===== src/rtl/gpr_pkg.sv =====
// Shared writeback types and default widths for the GPR writeback controller.
package gpr_pkg;

  localparam int DATA_WIDTH     = 32;
  localparam int GPR_ADDR_WIDTH = 5;
  localparam int LD_BUF_DEPTH   = 2;

  localparam logic [GPR_ADDR_WIDTH-1:0] GPR_X0 = '0;

  typedef struct packed {
    logic                      valid;
    logic [GPR_ADDR_WIDTH-1:0] rd;
    logic [DATA_WIDTH-1:0]     data;
  } wb_entry_t;

endpackage


===== src/rtl/gpr_wb_ld_fifo.sv =====
// Circular load-return queue with rd-match squash and youngest-entry lookup; 1-cycle push-to-head.
// Caller must not push when full; squashed entries keep their slot until popped.
module gpr_wb_ld_fifo import gpr_pkg::*; #(
  parameter int DATA_WIDTH     = 32,
  parameter int GPR_ADDR_WIDTH = 5,
  parameter int LD_BUF_DEPTH   = 2,
  localparam int PTR_W         = $clog2(LD_BUF_DEPTH),
  localparam int CNT_W         = PTR_W + 1
) (
  input  logic                      clk,
  input  logic                      rst_n,
  input  logic                      push,
  input  logic [GPR_ADDR_WIDTH-1:0] push_rd,
  input  logic [DATA_WIDTH-1:0]     push_data,
  input  logic                      pop,
  input  logic                      squash_en,
  input  logic [GPR_ADDR_WIDTH-1:0] squash_rd,
  output logic                      head_vld,
  output logic [GPR_ADDR_WIDTH-1:0] head_rd,
  output logic [DATA_WIDTH-1:0]     head_data,
  output logic [CNT_W-1:0]          count,
  input  logic [GPR_ADDR_WIDTH-1:0] rs1,
  input  logic [GPR_ADDR_WIDTH-1:0] rs2,
  output logic                      q_rs1_hit,
  output logic [DATA_WIDTH-1:0]     q_rs1_data,
  output logic                      q_rs2_hit,
  output logic [DATA_WIDTH-1:0]     q_rs2_data
);

  logic [LD_BUF_DEPTH-1:0]   ent_vld;
  logic [GPR_ADDR_WIDTH-1:0] ent_rd   [LD_BUF_DEPTH];
  logic [DATA_WIDTH-1:0]     ent_data [LD_BUF_DEPTH];
  logic [PTR_W-1:0]          rd_ptr;
  logic [PTR_W-1:0]          wr_ptr;

  assign head_vld  = ent_vld[rd_ptr];
  assign head_rd   = ent_rd[rd_ptr];
  assign head_data = ent_data[rd_ptr];

  always_ff @(posedge clk or negedge rst_n) begin
    if (!rst_n) begin
      rd_ptr  <= '0;
      wr_ptr  <= '0;
      count   <= '0;
      ent_vld <= '0;
      for (int i = 0; i < LD_BUF_DEPTH; i++) begin
        ent_rd[i]   <= '0;
        ent_data[i] <= '0;
      end
    end else begin
      // Squash only touches entries already queued; a same-cycle push is younger.
      for (int i = 0; i < LD_BUF_DEPTH; i++) begin
        if (squash_en && ent_vld[i] && (ent_rd[i] == squash_rd)) ent_vld[i] <= 1'b0;
      end
      if (pop) begin
        ent_vld[rd_ptr] <= 1'b0;
        rd_ptr          <= rd_ptr + 1'b1;
      end
      if (push) begin
        ent_vld[wr_ptr]  <= 1'b1;
        ent_rd[wr_ptr]   <= push_rd;
        ent_data[wr_ptr] <= push_data;
        wr_ptr           <= wr_ptr + 1'b1;
      end
      count <= count + CNT_W'(push) - CNT_W'(pop);
    end
  end

`ifdef GPR_WB_FWD_EN
  logic [LD_BUF_DEPTH-1:0] rs1_match;
  logic [LD_BUF_DEPTH-1:0] rs2_match;

  always_comb begin
    rs1_match = '0;
    rs2_match = '0;
    for (int i = 0; i < LD_BUF_DEPTH; i++) begin
      rs1_match[i] = ent_vld[i] && (ent_rd[i] == rs1);
      rs2_match[i] = ent_vld[i] && (ent_rd[i] == rs2);
    end
  end

  // Scan oldest to youngest so the last match seen is the youngest.
  always_comb begin
    q_rs1_hit  = 1'b0;
    q_rs1_data = '0;
    q_rs2_hit  = 1'b0;
    q_rs2_data = '0;
    for (int k = 0; k < LD_BUF_DEPTH; k++) begin
      if (rs1_match[rd_ptr + PTR_W'(k)]) begin
        q_rs1_hit  = 1'b1;
        q_rs1_data = ent_data[rd_ptr + PTR_W'(k)];
      end
      if (rs2_match[rd_ptr + PTR_W'(k)]) begin
        q_rs2_hit  = 1'b1;
        q_rs2_data = ent_data[rd_ptr + PTR_W'(k)];
      end
    end
  end
`else
  logic unused_lookup;
  assign unused_lookup = ^{rs1, rs2};
  assign q_rs1_hit  = 1'b0;
  assign q_rs1_data = '0;
  assign q_rs2_hit  = 1'b0;
  assign q_rs2_data = '0;
`endif

endmodule


===== src/rtl/gpr_wb_ctrl.sv =====
// Register-file writeback arbiter (ALU over queued loads), 1-cycle registered write stage; only loads see backpressure via ld_ready.
// GPR_WB_FWD_EN enables rs1/rs2 forwarding from the queue and write stage; otherwise forwarding outputs are tied to 0.
module gpr_wb_ctrl import gpr_pkg::*; #(
  parameter int DATA_WIDTH     = 32,
  parameter int GPR_ADDR_WIDTH = 5,
  parameter int LD_BUF_DEPTH   = 2,
  localparam int CNT_W         = $clog2(LD_BUF_DEPTH) + 1
) (
  input  logic                      wb_clk,
  input  logic                      wb_rst_n,
  input  logic                      alu_valid,
  input  logic [GPR_ADDR_WIDTH-1:0] alu_rd,
  input  logic [DATA_WIDTH-1:0]     alu_data,
  input  logic                      ld_valid,
  output logic                      ld_ready,
  input  logic [GPR_ADDR_WIDTH-1:0] ld_rd,
  input  logic [DATA_WIDTH-1:0]     ld_data,
  output logic                      wr_data_en,
  output logic [GPR_ADDR_WIDTH-1:0] rd,
  output logic [DATA_WIDTH-1:0]     wr_data,
  input  logic [GPR_ADDR_WIDTH-1:0] rs1,
  input  logic [GPR_ADDR_WIDTH-1:0] rs2,
  output logic                      fwd_rs1_hit,
  output logic [DATA_WIDTH-1:0]     fwd_rs1_data,
  output logic                      fwd_rs2_hit,
  output logic [DATA_WIDTH-1:0]     fwd_rs2_data,
  output logic [CNT_W-1:0]          ld_buf_count
);

  logic                      alu_sel;
  logic                      ld_keep;
  logic                      q_empty;
  logic                      q_full;
  logic                      q_pop;
  logic                      q_push;
  logic                      ld_bypass;
  logic                      head_vld;
  logic [GPR_ADDR_WIDTH-1:0] head_rd;
  logic [DATA_WIDTH-1:0]     head_data;
  logic                      q_rs1_hit;
  logic [DATA_WIDTH-1:0]     q_rs1_data;
  logic                      q_rs2_hit;
  logic [DATA_WIDTH-1:0]     q_rs2_data;
  logic                      nxt_en;
  logic [GPR_ADDR_WIDTH-1:0] nxt_rd;
  logic [DATA_WIDTH-1:0]     nxt_data;

  assign q_empty  = (ld_buf_count == '0);
  assign q_full   = (ld_buf_count == CNT_W'(LD_BUF_DEPTH));
  assign ld_ready = !q_full && wb_rst_n;

  assign alu_sel   = alu_valid && (alu_rd != GPR_X0);
  assign ld_keep   = ld_valid && ld_ready && (ld_rd != GPR_X0);
  assign q_pop     = !alu_sel && !q_empty;
  assign ld_bypass = ld_keep && !alu_sel && q_empty;
  assign q_push    = ld_keep && !ld_bypass;

  gpr_wb_ld_fifo #(
    .DATA_WIDTH     (DATA_WIDTH),
    .GPR_ADDR_WIDTH (GPR_ADDR_WIDTH),
    .LD_BUF_DEPTH   (LD_BUF_DEPTH)
  ) u_ld_fifo (
    .clk        (wb_clk),
    .rst_n      (wb_rst_n),
    .push       (q_push),
    .push_rd    (ld_rd),
    .push_data  (ld_data),
    .pop        (q_pop),
    .squash_en  (alu_sel),
    .squash_rd  (alu_rd),
    .head_vld   (head_vld),
    .head_rd    (head_rd),
    .head_data  (head_data),
    .count      (ld_buf_count),
    .rs1        (rs1),
    .rs2        (rs2),
    .q_rs1_hit  (q_rs1_hit),
    .q_rs1_data (q_rs1_data),
    .q_rs2_hit  (q_rs2_hit),
    .q_rs2_data (q_rs2_data)
  );

  // A popped squashed entry burns the drain slot without writing.
  always_comb begin
    nxt_en   = 1'b0;
    nxt_rd   = '0;
    nxt_data = '0;
    if (alu_sel) begin
      nxt_en   = 1'b1;
      nxt_rd   = alu_rd;
      nxt_data = alu_data;
    end else if (q_pop) begin
      if (head_vld) begin
        nxt_en   = 1'b1;
        nxt_rd   = head_rd;
        nxt_data = head_data;
      end
    end else if (ld_bypass) begin
      nxt_en   = 1'b1;
      nxt_rd   = ld_rd;
      nxt_data = ld_data;
    end
  end

  always_ff @(posedge wb_clk or negedge wb_rst_n) begin
    if (!wb_rst_n) begin
      wr_data_en <= 1'b0;
      rd         <= '0;
      wr_data    <= '0;
    end else begin
      wr_data_en <= nxt_en;
      rd         <= nxt_rd;
      wr_data    <= nxt_data;
    end
  end

`ifdef GPR_WB_FWD_EN
  logic wb_rs1_hit;
  logic wb_rs2_hit;

  assign wb_rs1_hit = wr_data_en && (rd == rs1);
  assign wb_rs2_hit = wr_data_en && (rd == rs2);

  always_comb begin
    fwd_rs1_hit  = 1'b0;
    fwd_rs1_data = '0;
    fwd_rs2_hit  = 1'b0;
    fwd_rs2_data = '0;
    if (rs1 != GPR_X0) begin
      if (q_rs1_hit) begin
        fwd_rs1_hit  = 1'b1;
        fwd_rs1_data = q_rs1_data;
      end else if (wb_rs1_hit) begin
        fwd_rs1_hit  = 1'b1;
        fwd_rs1_data = wr_data;
      end
    end
    if (rs2 != GPR_X0) begin
      if (q_rs2_hit) begin
        fwd_rs2_hit  = 1'b1;
        fwd_rs2_data = q_rs2_data;
      end else if (wb_rs2_hit) begin
        fwd_rs2_hit  = 1'b1;
        fwd_rs2_data = wr_data;
      end
    end
  end
`else
  logic unused_fwd;
  assign unused_fwd   = ^{q_rs1_hit, q_rs1_data, q_rs2_hit, q_rs2_data};
  assign fwd_rs1_hit  = 1'b0;
  assign fwd_rs1_data = '0;
  assign fwd_rs2_hit  = 1'b0;
  assign fwd_rs2_data = '0;
`endif

endmodule


===== config.mk =====
export PLATFORM = sky130hd
export DESIGN_NAME = gpr_wb_ctrl
export DESIGN_NICKNAME = d
export VERILOG_FILES = /design/src/rtl/gpr_pkg.sv /design/src/rtl/gpr_wb_ld_fifo.sv /design/src/rtl/gpr_wb_ctrl.sv
export SDC_FILE = /design/constraint.sdc
export NUM_CORES = 1
export LEC_CHECK = 0
export ABC_AREA = 1
export BUFFER_PORTS_ARGS = -buffer_cell sky130_fd_sc_hd__buf_2
export CORE_UTILIZATION = 45
export CTS_BUF_LIST = sky130_fd_sc_hd__clkbuf_16
export DETAILED_ROUTE_END_ITERATION = 7
export PLACE_DENSITY_LB_ADDON = 0.2
export SKIP_CTS_REPAIR_TIMING = 1
export SLEW_MARGIN = 10
export SYNTH_ARGS = -nofsm -noshare
export SYNTH_HDL_FRONTEND = slang
export SYNTH_SLANG_ARGS = --single-unit

===== constraint.sdc =====
create_clock -name wb_clk -period 4.7 [get_ports wb_clk]
set_input_delay 0.705 -clock wb_clk [delete_from_list [all_inputs] [get_ports wb_clk]]
set_output_delay 0.705 -clock wb_clk [all_outputs]
set_load 0.01 [all_outputs]

# Yosys cells after proc, flatten, opt, wreduce, memory -nomap -nowiden
# Index checks and enable logic that the tools add are counted.
[classes] add_sub_neg=4 order_cmp=7 n_eq_ne=3 n_mux=34 bitwise_logic=5 n_reduce_logical=22
[ops] cell="$mux W32" count=8
[ops] cell="$bwmux W64" count=1
[ops] cell="$mux W5" count=8
[ops] cell="$demux W32 S1" count=1
[ops] cell="$logic_and A1 B1 Y1" count=15
[ops] cell="$bwmux W10" count=1
[ops] cell="$eq A5 B5 Y1" count=2
[ops] cell="$mux W1" count=10
[ops] cell="$reduce_bool A5 Y1" count=2
[ops] cell="$demux W5 S1" count=1
[ops] cell="$ge A2 B2 Y1 const B" count=2
[ops] cell="$logic_not A1 Y1" count=4
[ops] cell="$lt A1 B2 Y1 const B" count=2
[ops] cell="$mux W2" count=2
[ops] cell="$not A1 Y2" count=2
[ops] cell="$add A1 B1 Y1 const B" count=2
[ops] cell="$add A2 B1 Y2" count=1
[ops] cell="$and A2 B2 Y2" count=1
[ops] cell="$demux W1 S1" count=2
[ops] cell="$eq A2 B2 Y1 const B" count=1
[ops] cell="$ge A1 B1 Y1 const B" count=2
[ops] cell="$logic_not A2 Y1" count=1
[ops] cell="$lt A2 B1 Y1 const B" count=1
[ops] cell="$not A2 Y2" count=1
[ops] cell="2 further kinds" count=2
[word_totals] regBits=118 inputBits=88 elab_cells=86

# Depth between registers and ports, before layout
[logic_depth] depth_word=11 depth_mapped=11 mapped_depth_nobuf=9

# Hierarchy
# A second synthesis with hierarchy kept.
[unflattened] hier_cells=917 area_unflattened_um2=6939.2
[by_module_without_submodules] module="gpr_wb_ld_fifo" instances=1 cells_per_inst=536 area_each_um2=4195.3 seq_area_each_um2=2001.9
[by_module_without_submodules] module="gpr_wb_ctrl" instances=1 cells_per_inst=381 area_each_um2=2743.9 seq_area_each_um2=950.9

# Worst setup path before layout
# OpenSTA, ideal clock, no wires.
[synth_path] path_type="in2reg" startpoint="input port alu_rd[2]" endpoint="register u_ld_fifo.count[1]" setup_time_ns=0.123 arrival_ns=1.708 setup_slack_ns=2.869 cell_stages=9 path_buffers=0 path_cell_list="nor2_1 nand3b_1 nand2_2 nand2_1 inv_1 ha_1 inv_1 ha_1 xnor2_1"
[synth_lines] item="from (decl)" line_no="gpr_wb_ctrl.sv:12" rtl="input logic [GPR_ADDR_WIDTH-1:0] alu_rd,"
[synth_lines] item="$reduce_bool A5 Y1" line_no="gpr_wb_ctrl.sv:52" rtl="assign alu_sel = alu_valid && (alu_rd != GPR_X0);"
[synth_lines] item="$logic_and A1 B1 Y1" line_no="gpr_wb_ctrl.sv:52"
[synth_lines] item="$logic_not A1 Y1" line_no="gpr_wb_ctrl.sv:54" rtl="assign q_pop = !alu_sel && !q_empty;"
[synth_lines] item="$logic_and A1 B1 Y1" line_no="gpr_wb_ctrl.sv:54"
[synth_lines] item="via q_pop" line_no="gpr_wb_ctrl.sv:34" rtl="logic q_pop;"
[synth_lines] item="$sub A2 B1 Y2" line_no="gpr_wb_ld_fifo.sv:65" rtl="count <= count + CNT_W'(push) - CNT_W'(pop);"
[synth_lines] item="to (signal assigned)" line_no="gpr_wb_ld_fifo.sv:65"
[synth_lines] item="to (decl)" line_no="gpr_wb_ld_fifo.sv:21" rtl="output logic [CNT_W-1:0] count,"
# The timed path passes the listed nets, and every way through them passes these cells.
# A chain may end at the register's enable or synchronous reset.

# Worst setup path in the final report
[layout_path] startpoint="register u_ld_fifo.count[0]" endpoint="register u_ld_fifo.ent_rd[6] in the netlist's numbering"
[layout_between] elab_chain_len=9
[layout_rtl] item="$eq A2 B2 Y1" line_no="gpr_wb_ctrl.sv:49" rtl="assign q_full = (ld_buf_count == CNT_W'(LD_BUF_DEPTH));"
[layout_rtl] item="$logic_not A1 Y1" line_no="gpr_wb_ctrl.sv:50" rtl="assign ld_ready = !q_full && wb_rst_n;"
[layout_rtl] item="$logic_and A1 B1 Y1" line_no="gpr_wb_ctrl.sv:50"
[layout_rtl] item="$logic_and A1 B1 Y1 (2 in series)" line_no="gpr_wb_ctrl.sv:53" rtl="assign ld_keep = ld_valid && ld_ready && (ld_rd != GPR_X0);"
[layout_rtl] item="$logic_and A1 B1 Y1 (2 in series)" line_no="gpr_wb_ctrl.sv:55" rtl="assign ld_bypass = ld_keep && !alu_sel && q_empty;"
[layout_rtl] item="$logic_not A1 Y1" line_no="gpr_wb_ctrl.sv:56" rtl="assign q_push = ld_keep && !ld_bypass;"
[layout_rtl] item="$logic_and A1 B1 Y1 *" line_no="gpr_wb_ctrl.sv:56"
[layout_rtl] item="to (signal, indexed assignment)" line_no="gpr_wb_ld_fifo.sv:61" rtl="ent_rd[wr_ptr] <= push_rd;"
[layout_rtl] item="to (decl)" line_no="gpr_wb_ld_fifo.sv:31" rtl="logic [GPR_ADDR_WIDTH-1:0] ent_rd [LD_BUF_DEPTH];"
# Every way passes the cells marked *; elsewhere a longest branch is shown, timed or not.

==> impl_metrics.env <==
export IMPL_outcome="finished clean"
export IMPL_synth_cell_area_um2=6080
export IMPL_rsz0062_at_grt="false"
export IMPL_synth_avg_cell_area_um2=7.75
export IMPL_finalHoldViolations=0
export IMPL_final_antenna_net_count=0
export IMPL_diodes=0
export IMPL_ys_top_cells_by_area="dfrtp_1 (49%), nand2_1 (22%), nand3_1 (9.5%), buf_4 (8.5%), nand4_1 (3.8%)"
export IMPL_setup_violations=0
export IMPL_coreArea_um2=13200
export IMPL_gp_congestion=0.743
export IMPL_ios=195
export IMPL_leakagePower_uw=0.00391
export IMPL_worst_slack_ns=2.14
export IMPL_drt_pass1_iter_count=5
export IMPL_start_util_pct=46.1
export IMPL_syn2layout_area_growth_pct=15.0
export IMPL_drt_wl_total_um=15400
export IMPL_layout_common_cells="nand2_1 (351), buf_2 (117), dfrtp_1 (116)"
export IMPL_synth_top_area_share_pct=48.6
export IMPL_synth_cell_types=20
export IMPL_drt_iter0_markers=359
export IMPL_path_class="reg -> reg"
export IMPL_place_ws_ns=1.80
export IMPL_dpl_hpwl_um=8810
export IMPL_cts_buffer_depth=2
export IMPL_cts_tree="yes"
export IMPL_std_cell_rows=42
export IMPL_cp_max_fo=38
export IMPL_drc=0
export IMPL_ys_warnings_count=0
export IMPL_ir_drop_mv=0.281
export IMPL_fin_crit_sh_pct=54.4
export IMPL_antenna_found_initial=0
export IMPL_worstPathRequired_ns=5.00
export IMPL_cts_root_buf="clkbuf_16"
export IMPL_ys_ff_latch=118
export IMPL_n_fill_cell=1344
export IMPL_io_buffers=118
export IMPL_worst_setup_path_end_kind="flip-flop"
export IMPL_cts_clk_slew_worst_paths_ns=0.05
export IMPL_hp_class="in -> async"
export IMPL_cap_violations=0
export IMPL_worstPathArrival_ns=2.86
export IMPL_grt_usage_pct=23.6
export IMPL_drv_slew=0
export IMPL_dieArea_um2=14000
export IMPL_nNetsFinal=970
export IMPL_fin_crit_ns=2.56
export IMPL_synth_largest_area_cell="dfrtp_1"
export IMPL_cts_buffers=17
export IMPL_fp_dieW_um=118
export IMPL_worst_pin_slew_ns=0.999
export IMPL_p_per_area_nw_per_um2=584
export IMPL_setup_tns_final_ns=0
export IMPL_grt_max_degree=64
export IMPL_maxClockFrequency_mhz=391
export IMPL_wl_per_cell_um=14.5
export IMPL_clk_latency_ns=0.42
export IMPL_ys_seq_area_share_pct=48.6
export IMPL_grt_pass1_vias=4976
export IMPL_grt_pass1_wl_um=25300
export IMPL_layout_drive_gt1_share_pct=17.8
export IMPL_cts_htree_levels=4
export IMPL_syn_inst=784
export IMPL_routed_via_density=4.88
export IMPL_final_core_util_pct=53.0
export IMPL_final_cell_area_um2=6990
export IMPL_dpl_cell_area_um2=6510
export IMPL_num_vias=5203
export IMPL_maxSlewHeadroom_pct=33.2
export IMPL_final_common_cell="nand2_1"
export IMPL_cts_sinks=118
export IMPL_start_kind="flip-flop"
export IMPL_fp_dieH_um=118
export IMPL_finalClockSkew_ns=0.00867
export IMPL_grt_overflow=0
logic make-up after synthesis:
group / share of synthesized area, %
simple gates: 36.4
buf+inv: 12.5
flops: 48.6
xor+xnor: 1.73
compound gates: 0.391
fa+ha+maj: 0.412
other cells: 0.0617
sequential cells by signal, indices dropped and copies added (netlist names):
signal / count
u_ld_fifo.rd_ptr: 1
u_ld_fifo.count: 2
u_ld_fifo.ent_rd: 10
wr_data: 32
wr_data_en: 1
rd: 5
u_ld_fifo.wr_ptr: 1
u_ld_fifo.ent_data: 64
u_ld_fifo.ent_vld: 2
through the flow:
step	power [uW]	hold WS, ns	instances
final	4080	0.430	1066
after global routing	4390	0.483	1066
after detailed placement	3030	0.458	1037
after CTS	4120	0.446	1066
after global placement	3000	0.453	1037
after floorplan	2620	0.409	849
metal layers:
layer  GRT usage [%]  vias up  part of all wire (%)
met5               0        -                     0
met3            5.65       21                   5.3
met4            9.05        0                   1.5
li1                -     2565                     -
met1            30.9     2456                    45
met2            37.9      161                    48
worst paths after layout:
check,from,to,slack (ns),cells past startpoint
hold / removal,wb_rst_n,rd[0],0.43,2
min in group wb_clk,u_ld_fifo.ent_data[19],u_ld_fifo.ent_data[19],0.47,2
hold reg to reg,u_ld_fifo.ent_data[19],u_ld_fifo.ent_data[19],0.47,2
setup / recovery,u_ld_fifo.count[0],u_ld_fifo.ent_rd[6],2.14,10
max in group asynchronous,wb_rst_n,u_ld_fifo.wr_ptr,2.93,3
setup reg to reg,u_ld_fifo.count[0],u_ld_fifo.ent_rd[6],2.14,10
final cells by class:
| cell class | count | area [um2] | area share [%] |
|---|---|---|---|
| inverter | 12 | 45.0 | 0.644 |
| timing repair buffer | 128 | 668 | 9.56 |
| clock inverter | 12 | 51.3 | 0.734 |
| clock buffer | 17 | 425 | 6.09 |
| sequential | 118 | 2960 | 42.3 |
| tap | 176 | 220 | 3.15 |
| multi-input combinational | 603 | 2620 | 37.5 |
cell usage after synthesis:
cell and count:
nand3b_1 2, o211ai_1 1, clkinv_1 1, clkbuf_1 30, xor2_1 2, nor2_1 12, xnor2_1 10, a21oi_4 1
buf_4 69, buf_2 14, nor2_4 1, nand2_1 353, nand4_1 37, nand2_2 1, nand3_1 115, ha_1 2
dfrtp_1 118, inv_1 11, buf_1 3, conb_1 1
power breakdown:
part	leakage [uW]	internal [uW]	switching, uW
sequential	0.00148	1400	317
combinational	0.00218	442	854
clock	0.000251	640	426
total	0.00391	2480	1600
worst max-delay path, stage by stage, from the launching register on:
cell	delay [ns]
dfrtp_1	0.40
inv_1	0.08
nand2_1	0.12
nand2_1	0.10
nor2_1	0.14
nand2_1	0.14
a21oi_4	0.14
buf_4	0.36
nand2_2	0.60
nand2_1	0.25
nand2_1	0.08
(Power assumes the default switching activity.)
